`config.mk`:
```
export PLATFORM = sky130hd
export DESIGN_NAME = imem_loader_flat
export DESIGN_NICKNAME = d
export VERILOG_FILES = /design/src/rtl/imem_loader_pkg.sv /design/src/rtl/imem_loader_if.sv /design/src/rtl/imem_loader_word_assembler.sv /design/src/rtl/imem_loader.sv /design/src/flat_wrapper.sv
export SDC_FILE = /design/constraint.sdc
export NUM_CORES = 1
export LEC_CHECK = 0
export ABC_AREA = 1
export CAP_MARGIN = 10
export CELL_PAD_IN_SITES_DETAIL_PLACEMENT = 1
export CELL_PAD_IN_SITES_GLOBAL_PLACEMENT = 2
export CORE_ASPECT_RATIO = 1.2
export CORE_UTILIZATION = 31
export DETAILED_ROUTE_END_ITERATION = 7
export PLACE_DENSITY = 0.87
export SYNTH_ARGS = -nofsm -noshare
export SYNTH_HDL_FRONTEND = slang
export SYNTH_SLANG_ARGS = --single-unit
```
`constraint.sdc`:
```
create_clock -name clk -period 2.9 [get_ports clk]
set_input_delay 0.29 -clock clk [delete_from_list [all_inputs] [get_ports clk]]
set_output_delay 0.29 -clock clk [all_outputs]
set_load 0.005 [all_outputs]
```
`src/rtl/imem_loader_pkg.sv`:
```
// Shared types and constants for the instruction-memory loader: FSM state
// encoding, status flag bundle and the word geometry.
package imem_loader_pkg;

    localparam int WORD_BYTES = 4;
    localparam int BYTE_IDX_W = $clog2(WORD_BYTES);

    typedef enum logic [2:0] {
        ST_IDLE   = 3'd0,
        ST_CNT_LO = 3'd1,
        ST_CNT_HI = 3'd2,
        ST_BYTE   = 3'd3,
        ST_WRITE  = 3'd4,
        ST_CHECK  = 3'd5,
        ST_DONE   = 3'd6,
        ST_ERROR  = 3'd7
    } state_e;

    typedef struct packed {
        logic busy;
        logic cpu_hold;
        logic done;
        logic error;
    } status_t;

    localparam status_t STAT_IDLE    = '{busy: 1'b0, cpu_hold: 1'b0, done: 1'b0, error: 1'b0};
    localparam status_t STAT_LOADING = '{busy: 1'b1, cpu_hold: 1'b1, done: 1'b0, error: 1'b0};
    localparam status_t STAT_DONE    = '{busy: 1'b0, cpu_hold: 1'b0, done: 1'b1, error: 1'b0};
    // A failed load keeps the CPU stalled so it never runs a corrupt image.
    localparam status_t STAT_ERROR   = '{busy: 1'b0, cpu_hold: 1'b1, done: 1'b0, error: 1'b1};

    // States in which the byte stream is being consumed.
    function automatic logic rx_open(input state_e s);
        return (s == ST_CNT_LO) || (s == ST_CNT_HI) || (s == ST_BYTE) || (s == ST_CHECK);
    endfunction

endpackage

```
`src/rtl/imem_loader_if.sv`:
```
// Byte-stream input and instruction-memory write port of the loader.
// The loader owns the master side; the stream source and memory form the slave side.
interface imem_loader_if #(
    parameter int unsigned ADDR_WIDTH = 32
);
    logic [7:0]            rx_data;
    logic                  rx_valid;
    logic                  rx_ready;
    logic [ADDR_WIDTH-1:0] mem_addr;
    logic [31:0]           mem_wdata;
    logic                  mem_write;
    logic                  mem_ack;

    modport master (
        input  rx_data, rx_valid, mem_ack,
        output rx_ready, mem_addr, mem_wdata, mem_write
    );

    modport slave (
        output rx_data, rx_valid, mem_ack,
        input  rx_ready, mem_addr, mem_wdata, mem_write
    );
endinterface

```
`src/rtl/imem_loader_word_assembler.sv`:
```
// Packs little-endian bytes into a 32-bit word; flags the byte that completes it.
// The word register is the memory write data, so it must not change outside a load.
module imem_loader_word_assembler
    import imem_loader_pkg::*;
(
    input  logic        clk,
    input  logic        reset,
    input  logic        clear,
    input  logic        load,
    input  logic [7:0]  byte_in,
    output logic [31:0] word,
    output logic        word_full
);

    logic [BYTE_IDX_W-1:0] idx_q, idx_d;
    logic [31:0]           word_q, word_d;

    // NOTE: every always_comb target gets a default before any branch; a path
    // that leaves one unassigned would infer a latch.
    always_comb begin
        idx_d  = idx_q;
        word_d = word_q;
        if (clear) begin
            idx_d = '0;
        end else if (load) begin
            word_d[{idx_q, 3'b000} +: 8] = byte_in;
            idx_d = idx_q + 1'b1;
        end
    end

    // NOTE: state registers use non-blocking assignments so every flop samples
    // its pre-edge inputs regardless of process ordering.
    always_ff @(posedge clk or negedge reset) begin
        if (!reset) begin
            idx_q  <= '0;
            word_q <= '0;
        end else begin
            idx_q  <= idx_d;
            word_q <= word_d;
        end
    end

    assign word      = word_q;
    assign word_full = load && !clear && (idx_q == BYTE_IDX_W'(WORD_BYTES - 1));

endmodule

```
`src/rtl/imem_loader.sv`:
```
// Instruction-memory loader: parses <count><payload><xor checksum>, writes each
// word through a write/ack port and stalls the CPU until the image verifies.
module imem_loader
    import imem_loader_pkg::*;
#(
    parameter int unsigned           ADDR_WIDTH = 32,
    parameter logic [ADDR_WIDTH-1:0] BASE_ADDR  = '0,
    parameter int unsigned           MAX_WORDS  = 256
) (
    input  logic         clk,
    input  logic         reset,
    input  logic         start,
    imem_loader_if.master bus,
    output logic         cpu_hold,
    output logic         busy,
    output logic         done,
    output logic         error,
    output logic [15:0]  words_written
);

    state_e                state_q, state_d;
    status_t               stat_q, stat_d;
    logic                  rx_ready_q, rx_ready_d;
    logic                  mem_write_q, mem_write_d;
    logic [ADDR_WIDTH-1:0] mem_addr_q, mem_addr_d;
    logic [15:0]           words_q, words_d;
    logic [15:0]           count_q, count_d;
    logic [7:0]            acc_q, acc_d;

    logic        transfer;
    logic        asm_clear;
    logic        asm_load;
    logic        word_full;
    logic [31:0] asm_word;
    logic [15:0] count_full;
    logic [15:0] words_inc;

    assign transfer   = bus.rx_valid && rx_ready_q;
    assign count_full = {bus.rx_data, count_q[7:0]};
    assign words_inc  = words_q + 16'd1;

    imem_loader_word_assembler u_word_assembler (
        .clk       (clk),
        .reset     (reset),
        .clear     (asm_clear),
        .load      (asm_load),
        .byte_in   (bus.rx_data),
        .word      (asm_word),
        .word_full (word_full)
    );

    always_comb begin
        state_d    = state_q;
        stat_d     = stat_q;
        mem_addr_d = mem_addr_q;
        words_d    = words_q;
        count_d    = count_q;
        acc_d      = acc_q;
        asm_clear  = 1'b0;
        asm_load   = 1'b0;

        unique case (state_q)
            ST_IDLE, ST_DONE, ST_ERROR: begin
                if (start) begin
                    state_d    = ST_CNT_LO;
                    stat_d     = STAT_LOADING;
                    words_d    = '0;
                    mem_addr_d = BASE_ADDR;
                    acc_d      = '0;
                    asm_clear  = 1'b1;
                end
            end

            ST_CNT_LO: begin
                if (transfer) begin
                    count_d[7:0] = bus.rx_data;
                    acc_d        = acc_q ^ bus.rx_data;
                    state_d      = ST_CNT_HI;
                end
            end

            ST_CNT_HI: begin
                if (transfer) begin
                    count_d[15:8] = bus.rx_data;
                    acc_d         = acc_q ^ bus.rx_data;
                    asm_clear     = 1'b1;
                    if (32'(count_full) > MAX_WORDS) begin
                        state_d = ST_ERROR;
                        stat_d  = STAT_ERROR;
                    end else if (count_full == 16'd0) begin
                        state_d = ST_CHECK;
                    end else begin
                        state_d = ST_BYTE;
                    end
                end
            end

            ST_BYTE: begin
                if (transfer) begin
                    asm_load = 1'b1;
                    acc_d    = acc_q ^ bus.rx_data;
                    if (word_full) state_d = ST_WRITE;
                end
            end

            // Address and data are registers untouched in this state, so they
            // stay stable for however long the memory withholds mem_ack.
            ST_WRITE: begin
                if (bus.mem_ack) begin
                    mem_addr_d = mem_addr_q + ADDR_WIDTH'(WORD_BYTES);
                    words_d    = words_inc;
                    state_d    = (words_inc == count_q) ? ST_CHECK : ST_BYTE;
                end
            end

            ST_CHECK: begin
                if (transfer) begin
                    if (bus.rx_data == acc_q) begin
                        state_d = ST_DONE;
                        stat_d  = STAT_DONE;
                    end else begin
                        state_d = ST_ERROR;
                        stat_d  = STAT_ERROR;
                    end
                end
            end

            default: state_d = ST_IDLE;
        endcase

        // Handshake outputs are registered from the next state so they are
        // glitch-free and line up with the state they belong to.
        rx_ready_d  = rx_open(state_d);
        mem_write_d = (state_d == ST_WRITE);
    end

    always_ff @(posedge clk or negedge reset) begin
        if (!reset) begin
            state_q     <= ST_IDLE;
            stat_q      <= STAT_IDLE;
            rx_ready_q  <= 1'b0;
            mem_write_q <= 1'b0;
            mem_addr_q  <= BASE_ADDR;
            words_q     <= '0;
            count_q     <= '0;
            acc_q       <= '0;
        end else begin
            state_q     <= state_d;
            stat_q      <= stat_d;
            rx_ready_q  <= rx_ready_d;
            mem_write_q <= mem_write_d;
            mem_addr_q  <= mem_addr_d;
            words_q     <= words_d;
            count_q     <= count_d;
            acc_q       <= acc_d;
        end
    end

    assign bus.rx_ready  = rx_ready_q;
    assign bus.mem_write = mem_write_q;
    assign bus.mem_addr  = mem_addr_q;
    assign bus.mem_wdata = asm_word;

    assign busy          = stat_q.busy;
    assign cpu_hold      = stat_q.cpu_hold;
    assign done          = stat_q.done;
    assign error         = stat_q.error;
    assign words_written = words_q;

endmodule

```
`src/flat_wrapper.sv`:
```
// flat-port wrapper written by rule: the top's interface ports become plain ports
module imem_loader_flat import imem_loader_pkg::*;
#(
    parameter int unsigned           ADDR_WIDTH = 32,
    parameter logic [ADDR_WIDTH-1:0] BASE_ADDR  = '0,
    parameter int unsigned           MAX_WORDS  = 256
)
  (clk, reset, start, cpu_hold, busy, done, error, words_written, bus_rx_data, bus_rx_valid, bus_mem_ack, bus_rx_ready, bus_mem_addr, bus_mem_wdata, bus_mem_write);
  imem_loader_if #(.ADDR_WIDTH(ADDR_WIDTH)) bus_i ();
  input  logic clk;
  input  logic reset;
  input  logic start;
  output logic cpu_hold;
  output logic busy;
  output logic done;
  output logic error;
  output logic [15:0] words_written;
  input wire logic [$bits(bus_i.rx_data)-1:0] bus_rx_data;
  input wire logic [$bits(bus_i.rx_valid)-1:0] bus_rx_valid;
  input wire logic [$bits(bus_i.mem_ack)-1:0] bus_mem_ack;
  output wire logic [$bits(bus_i.rx_ready)-1:0] bus_rx_ready;
  output wire logic [$bits(bus_i.mem_addr)-1:0] bus_mem_addr;
  output wire logic [$bits(bus_i.mem_wdata)-1:0] bus_mem_wdata;
  output wire logic [$bits(bus_i.mem_write)-1:0] bus_mem_write;
  assign bus_i.rx_data = bus_rx_data;
  assign bus_i.rx_valid = bus_rx_valid;
  assign bus_i.mem_ack = bus_mem_ack;
  assign bus_rx_ready = bus_i.rx_ready;
  assign bus_mem_addr = bus_i.mem_addr;
  assign bus_mem_wdata = bus_i.mem_wdata;
  assign bus_mem_write = bus_i.mem_write;
  imem_loader #(.ADDR_WIDTH(ADDR_WIDTH), .BASE_ADDR(BASE_ADDR), .MAX_WORDS(MAX_WORDS)) u_core (.clk(clk), .reset(reset), .start(start), .bus(bus_i), .cpu_hold(cpu_hold), .busy(busy), .done(done), .error(error), .words_written(words_written));
endmodule
```
== Word-level counts from Yosys, hierarchy flattened ==
Index checks and enable logic that the tools add are counted.

* Order comparisons: 1
* Shifts and indexed selects: 2
* Bitwise gates (word level): 2
* Mux-type cells: 34
* Eq/ne operators: 21
* Reductions and logical operators: 21
* Add/subtract/negate cells: 4

{| class="wikitable"
|+ Operator list
! operator !! count
|-
| 32-bit two-way mux || 2
|-
| 32-bit case mux with 2 select lines || 1
|-
| 3-bit two-way mux || 11
|-
| 32-bit by 3-bit adder with 32-bit output, second input constant || 1
|-
| 32-bit bitwise mux || 1
|-
| 16-bit two-way mux || 2
|-
| 16-bit case mux with 2 select lines || 1
|-
| 8-bit by 7-bit variable shift with 32-bit output, first input constant || 1
|-
| 8-bit by 7-bit indexed part select with 32-bit output || 1
|-
| 3-bit == test, second input constant || 6
|-
| 3-bit case mux with 6 select lines || 1
|-
| 16-bit by 1-bit adder with 16-bit output, second input constant || 1
|-
| 16-bit == test || 1
|-
| 16-bit by 9-bit greater-than comparator with 1-bit output, second input constant || 1
|-
| 16-bit zero test || 1
|-
| 4-bit two-way mux || 4
|-
| 8-bit two-way mux || 2
|-
| 8-bit case mux with 2 select lines || 1
|-
| 3-bit by 2-bit == test with 1-bit output, second input constant || 4
|-
| 4-bit case mux with 3 select lines || 1
|-
| 8-bit == test || 1
|-
| 2-bit by 1-bit != test with 1-bit output, second input constant || 4
|-
| 8-bit bitwise XOR || 1
|-
| 5-bit negator with 7-bit output || 1
|-
| 18 further kinds || 34
|}

* Input port bits: 13
* Logic and storage cells: 99
* Output and inout bits: 86
* Flip-flop bits (word level): 115

== Logic depth before layout (Yosys ltp) ==
* Depth after elaboration: 13
* Mapped depth: 18

== Cells and area by module ==
Synthesis repeated with hierarchy kept, for this count alone.

* Cells, all modules: 789
* Area total of the unflattened synthesis: 6110.9 sq um

{| class="wikitable"
|+ By module, submodules not included
! module !! area each (sq um) !! seq. area each (sq um) !! times used !! cells an instance
|-
| imem_loader || 4490.6 || 1976.9 || 1 || 603
|-
| imem_loader_word_assembler || 1620.3 || 850.8 || 1 || 186
|}

== Least setup slack after synthesis ==
No wires, ideal clock.

* Path type: flip-flop to flip-flop
* Start: reg u_core.u_word_assembler.idx_q[0]
* End: reg u_core.u_word_assembler.word_q[0] (netlist: u_core.u_word_assembler.word[0])
* Data arrival time: 2179 ps
* Cell stages (with the launch flop): 9
* Setup time: 66 ps
* Slack: 654 ps
* Path buffers: 2
* Data required time: 2834 ps
* Clock period less this slack: 2246 ps
* Cell sequence: dfrtp_1 -> inv_1 -> clkbuf_1 -> ha_1 -> clkbuf_1 -> clkinv_1 -> nor3_1 -> nand3_1 -> nand2_1

* Word-level cells in the longest chain between the ends: 3
* Elaborated cells on any way between the ends: 4
* Classes of those cells: add/sub (1); shift (2); mux (1)

{| class="wikitable"
|+ Ends and longest elaborated chain
! item !! line !! RTL
|-
| from (decl) || imem_loader_word_assembler.sv:15 || <nowiki>logic [BYTE_IDX_W-1:0] idx_q, idx_d;</nowiki>
|-
| from (signal assigned) || imem_loader_word_assembler.sv:38 || <nowiki>idx_q <= idx_d;</nowiki>
|-
| 5-bit negator with 7-bit output (*) || imem_loader_word_assembler.sv:26 || <nowiki>word_d[{idx_q, 3'b000} +: 8] = byte_in;</nowiki>
|-
| 8-bit by 7-bit indexed part select with 32-bit output / 8-bit by 7-bit variable shift with 32-bit output (equally long branches) || imem_loader_word_assembler.sv:26 ||
|-
| 32-bit bitwise mux (*) || imem_loader_word_assembler.sv:26 ||
|-
| to (signal assigned) || imem_loader_word_assembler.sv:39 || <nowiki>word_q <= word_d;</nowiki>
|-
| to (decl) || imem_loader_word_assembler.sv:16 || <nowiki>logic [31:0] word_q, word_d;</nowiki>
|}

Every way passes the cells marked *; elsewhere a longest branch is shown, timed or not.
A chain may end at the register's enable or synchronous reset.

== Worst setup path in the final report ==
* Start: reg u_core.words_q[0] (netlist: u_core.words_written[0])
* End: reg u_core.rx_ready_q (netlist: u_core.bus.rx_ready)

* Word-level cells in the longest chain between the ends: 9
* Elaborated cells on any way between the ends: 12
* Classes of those cells: add/sub (1); eq/ne (5); mux (3); reduce/logical (3)

{| class="wikitable"
|+ Ends and longest elaborated chain
! item !! line !! RTL
|-
| from (decl) || imem_loader.sv:26 || <nowiki>logic [15:0] words_q, words_d;</nowiki>
|-
| from (signal assigned) || imem_loader.sv:153 || <nowiki>words_q <= words_d;</nowiki>
|-
| 16-bit by 1-bit adder with 16-bit output (*) || imem_loader.sv:40 || <nowiki>assign words_inc = words_q + 16'd1;</nowiki>
|-
| 16-bit == test (*) || imem_loader.sv:112 || <nowiki>state_d = (words_inc == count_q) ? ST_CHECK : ST_BYTE;</nowiki>
|-
| 3-bit two-way mux (*) || imem_loader.sv:112 ||
|-
| 3-bit two-way mux (*) || imem_loader.sv:109 || <nowiki>if (bus.mem_ack) begin</nowiki>
|-
| 3-bit case mux with 6 select lines (*) || imem_loader.sv:62 || <nowiki>unique case (state_q)</nowiki>
|-
| via u_core.state_d[1] || imem_loader.sv:21 || <nowiki>state_e state_q, state_d;</nowiki>
|-
| 3-bit by 1-bit == test with 1-bit output / 3-bit by 2-bit == test with 1-bit output (equally long branches) || imem_loader_pkg.sv:34 || <nowiki>return (s == ST_CNT_LO) || (s == ST_CNT_HI) || (s == ST_BYTE) || (s == ST_CHECK);</nowiki>
|-
| 1-bit logical OR (2 in series) || imem_loader_pkg.sv:34 ||
|-
| 1-bit logical OR (*) || imem_loader_pkg.sv:34 ||
|-
| via u_core.rx_ready_d || imem_loader.sv:23 || <nowiki>logic rx_ready_q, rx_ready_d;</nowiki>
|-
| to (signal assigned) || imem_loader.sv:150 || <nowiki>rx_ready_q <= rx_ready_d;</nowiki>
|-
| to (decl) || imem_loader.sv:23 ||
|}

Mark *: on every way through the listed nets, which the timed path passes. The rest lies on a longest branch.

==> impl_metrics.tcl <==
set metrics [dict create \
    drive_above_1_share_pct 8.10 \
    syn2layout_area_growth_pct 32.6 \
    hold_path_class "in -> async" \
    async_flop_share_pct 100 \
    die_area_sq_mm 0.0200 \
    syn_inst 775 \
    grt_max_degree 54 \
    vdd_ir_drop_max_v 0.000462 \
    synth_common_cells "nand2_1 (190), dfrtp_1 (113), inv_1 (107)" \
    fin_crit_sh_pct 87.3 \
    powerDensity_mw_per_mm2 819 \
    drt_iter0_markers 190 \
    fin_util_pct 42.2 \
    synth_edf_count 0 \
    grt_pass1_wl_mm 31.8 \
    ys_seq_area_share_pct 47.0 \
    wl_mm 19.0 \
    ys_types 42 \
    status "complete, no violations" \
    clockBufferDepth 2 \
    die_h_um 155 \
    cp_data_required_time_ns 3.20 \
    antenna_found_initial 0 \
    worstPathArrival_ns 2.83 \
    grt.overflow.total 0 \
    finalSetupViolCount 0 \
    initial_utilization_pct 31.8 \
    p_total_mw 6.53 \
    swShare_pct 37.1 \
    htreeDepth 4 \
    maxCapViolCount 0 \
    dp.cells 1124 \
    numPortBuffers 96 \
    syn_avg_cell_area_sq_um 7.77 \
    top_layer "met4" \
    cp-end-kind "flop" \
    critPathSlowestCell "dfrtp_1" \
    ys_warn_count 0 \
    wl_met3_um 556 \
    ys.flop_type "dfrtp_1" \
    ant_nets 0 \
    clock.fmax_ghz 0.395 \
    period_minus_slack_ns 2.53 \
    vias 5644 \
    synth.largest_area_cell "dfrtp_1" \
    fin_area_sq_mm 0.00798 \
    synth_area_sq_mm 0.00602 \
    firstDrtPassIters 4 \
    crit_buf_inv 0 \
    clk_pin_slew_ns 0.06 \
    setup_tns_ns 0 \
    synth_top_area_share_pct 47.0 \
    p_leak_nw 3.55 \
    worst_path_most_repeated_cell "nand2_1" \
    first_global_vias 6076 \
    cts_tree "built" \
    final_cell_count_no_fill 1157 \
    fillers 2303 \
    finalHoldViolCount 0 \
    p_int_mw 4.11 \
    drcViolationCount 0 \
    cpPeakStageDelay_ns 0.45 \
    clkLatencyLatePin_ns 0.42 \
    synth-seq-cells 113 \
    start_kind "flop" \
    clockRootBuffer "clkbuf_16" \
    drv_slew 0 \
    multi_input_area_sq_mm 0.00269 \
    nets 908 \
    numCtsBuffers 17 \
    wl_per_cell_um 16.5 \
    dp_hpwl_mm 14.0 \
    cp_top_family "simple AND/OR/NAND/NOR gates" \
    core.rowCount 55 \
    crit_path_max_fanout 9 \
    path_cells "ha_1, nand2_1, nor2_2, nand3_1, nand3b_1, nand2_1, nor2_1, nand3_1, nor2_1, nand2_1, nand2_1, nand2_1, nand2_1, nand3_2, nand2_1, nand2_1" \
    post_cts_buffers 0 \
    pin_count 99 \
    clock_power_share_pct 34.8 \
    clock-sinks 113 \
    yosysMostFrequentCell "nand2_1" \
    seqPwrFrac_pct 33.0 \
    die_w_um 129 \
    critPathKind "reg -> reg" \
    p_comb_share_pct 32.2 \
    synth_area_leaders "dfrtp_1 (47%), nand2_1 (12%), inv_1 (6.7%)" \
    routabilityCongestion 0.822 \
    wl_met2_mm 9.63 \
    seqCellArea_sq_mm 0.00283 \
    diodes 0 \
    rsz0062_at_grt "no" \
    via_per_inst 4.88 \
    fin_worst_skew_ns 0.00644 \
    dpl_cell_area_sq_mm 0.00734 \
    switchingPower_mw 2.42 \
    track_usage_pct 20.5 \
    m1WireLength_mm 8.38 \
    core_area_sq_mm 0.0189 \
]
[worst paths after layout]
path                                    startpoint                               end  slack [ns]  depth (start not counted)
max                        u_core.words_written[0]               u_core.bus.rx_ready        0.37                         16
min                                          reset  u_core.u_word_assembler.word[13]        0.36                          2
max reg2reg                u_core.words_written[0]               u_core.bus.rx_ready        0.37                         16
min reg2reg                           u_core.error                      u_core.error        0.49                          1
max in group asynchronous                    reset           u_core.bus.mem_addr[14]        1.73                          3
min in group clk                      u_core.error                      u_core.error        0.49                          1
[placed cells by master, fill, tap and decap left out, drive strengths merged, types with 2 or more instances in the layout]
master         count
a211oi             7
a21oi             20
a221oi             2
a31oi              2
buf               15
bufinv             4
clkbuf            17
clkdlybuf4s50     95
clkinv             6
clkinvlp           4
conb               2
dfrtp            113
ha                 7
inv              115
nand2            195
nand3             58
nand3b             3
nand4             21
nor2              65
nor3              29
nor4               5
o21a               3
o21ai             78
o22ai             13
o31ai              4
xnor3              2
xor2              11
[flip-flops by register name, summed over array words and instances (netlist names), 2 cells and up]
register / flops
u_core.state_q: 3
u_core.count_q: 16
u_core.u_word_assembler.word: 32
u_core.acc_q: 8
u_core.bus.mem_addr: 30
u_core.words_written: 16
u_core.u_word_assembler.idx_q: 2
[timing repair]
action,CTS,global route
hold buffers,1,0
resized for setup,0,0
hold endpoints to repair,29,0
[per-stage QoR]
step           setup WS (ns)  hold slack (ns)
2_1_floorplan          0.654         -0.00559
3_3_place_gp           0.468            0.278
3_5_place_dp           0.447            0.279
4_1_cts                0.366            0.371
5_1_grt               0.0323            0.402
6_report               0.369            0.359
[layout make-up]
cell class              count  share of cell area (%)
clock inverters            15                    2.60
multi-input cells         531                    33.7
flip-flops and latches    113                    35.4
inverters                 114                    5.36
well taps                 256                    4.01
clock buffers              17                    5.33
repair buffers            111                    13.6
[cells by family (layout without fill, tap and decap cells)]
| group | count (synthesis) | in the layout | synth area share, % |
|---|---|---|---|
| fa+ha+maj | 7 | 7 | 1.46 |
| compound gates | 131 | 131 | 12.3 |
| simple gates | 377 | 377 | 28.3 |
| flops | 113 | 113 | 47.0 |
| buf+inv | 132 | 257 | 8.44 |
| other cells | 1 | 2 | 0.0623 |
| xor+xnor | 14 | 14 | 2.49 |
[metal layers]
| layer | vias to the layer above | global-route usage (%) |
|---|---|---|
| met5 | - | 0 |
| li1 | 2764 | - |
| met4 | 0 | 8.01 |
| met2 | 99 | 35.6 |
| met1 | 2749 | 24.7 |
| met3 | 32 | 3.91 |
[power groups by stage]
stage                     Sequential, mW  Clock [mW]  Combinational, mW
after detailed placement            2.18           0               2.12
after global routing                2.20        2.37               2.39
after CTS                           2.16        2.31               2.14
after global placement              2.17           0               2.08
after floorplan                     2.11           0               1.30
final                               2.16        2.27               2.11
No activity file was read; power rests on OpenSTA's default activity.
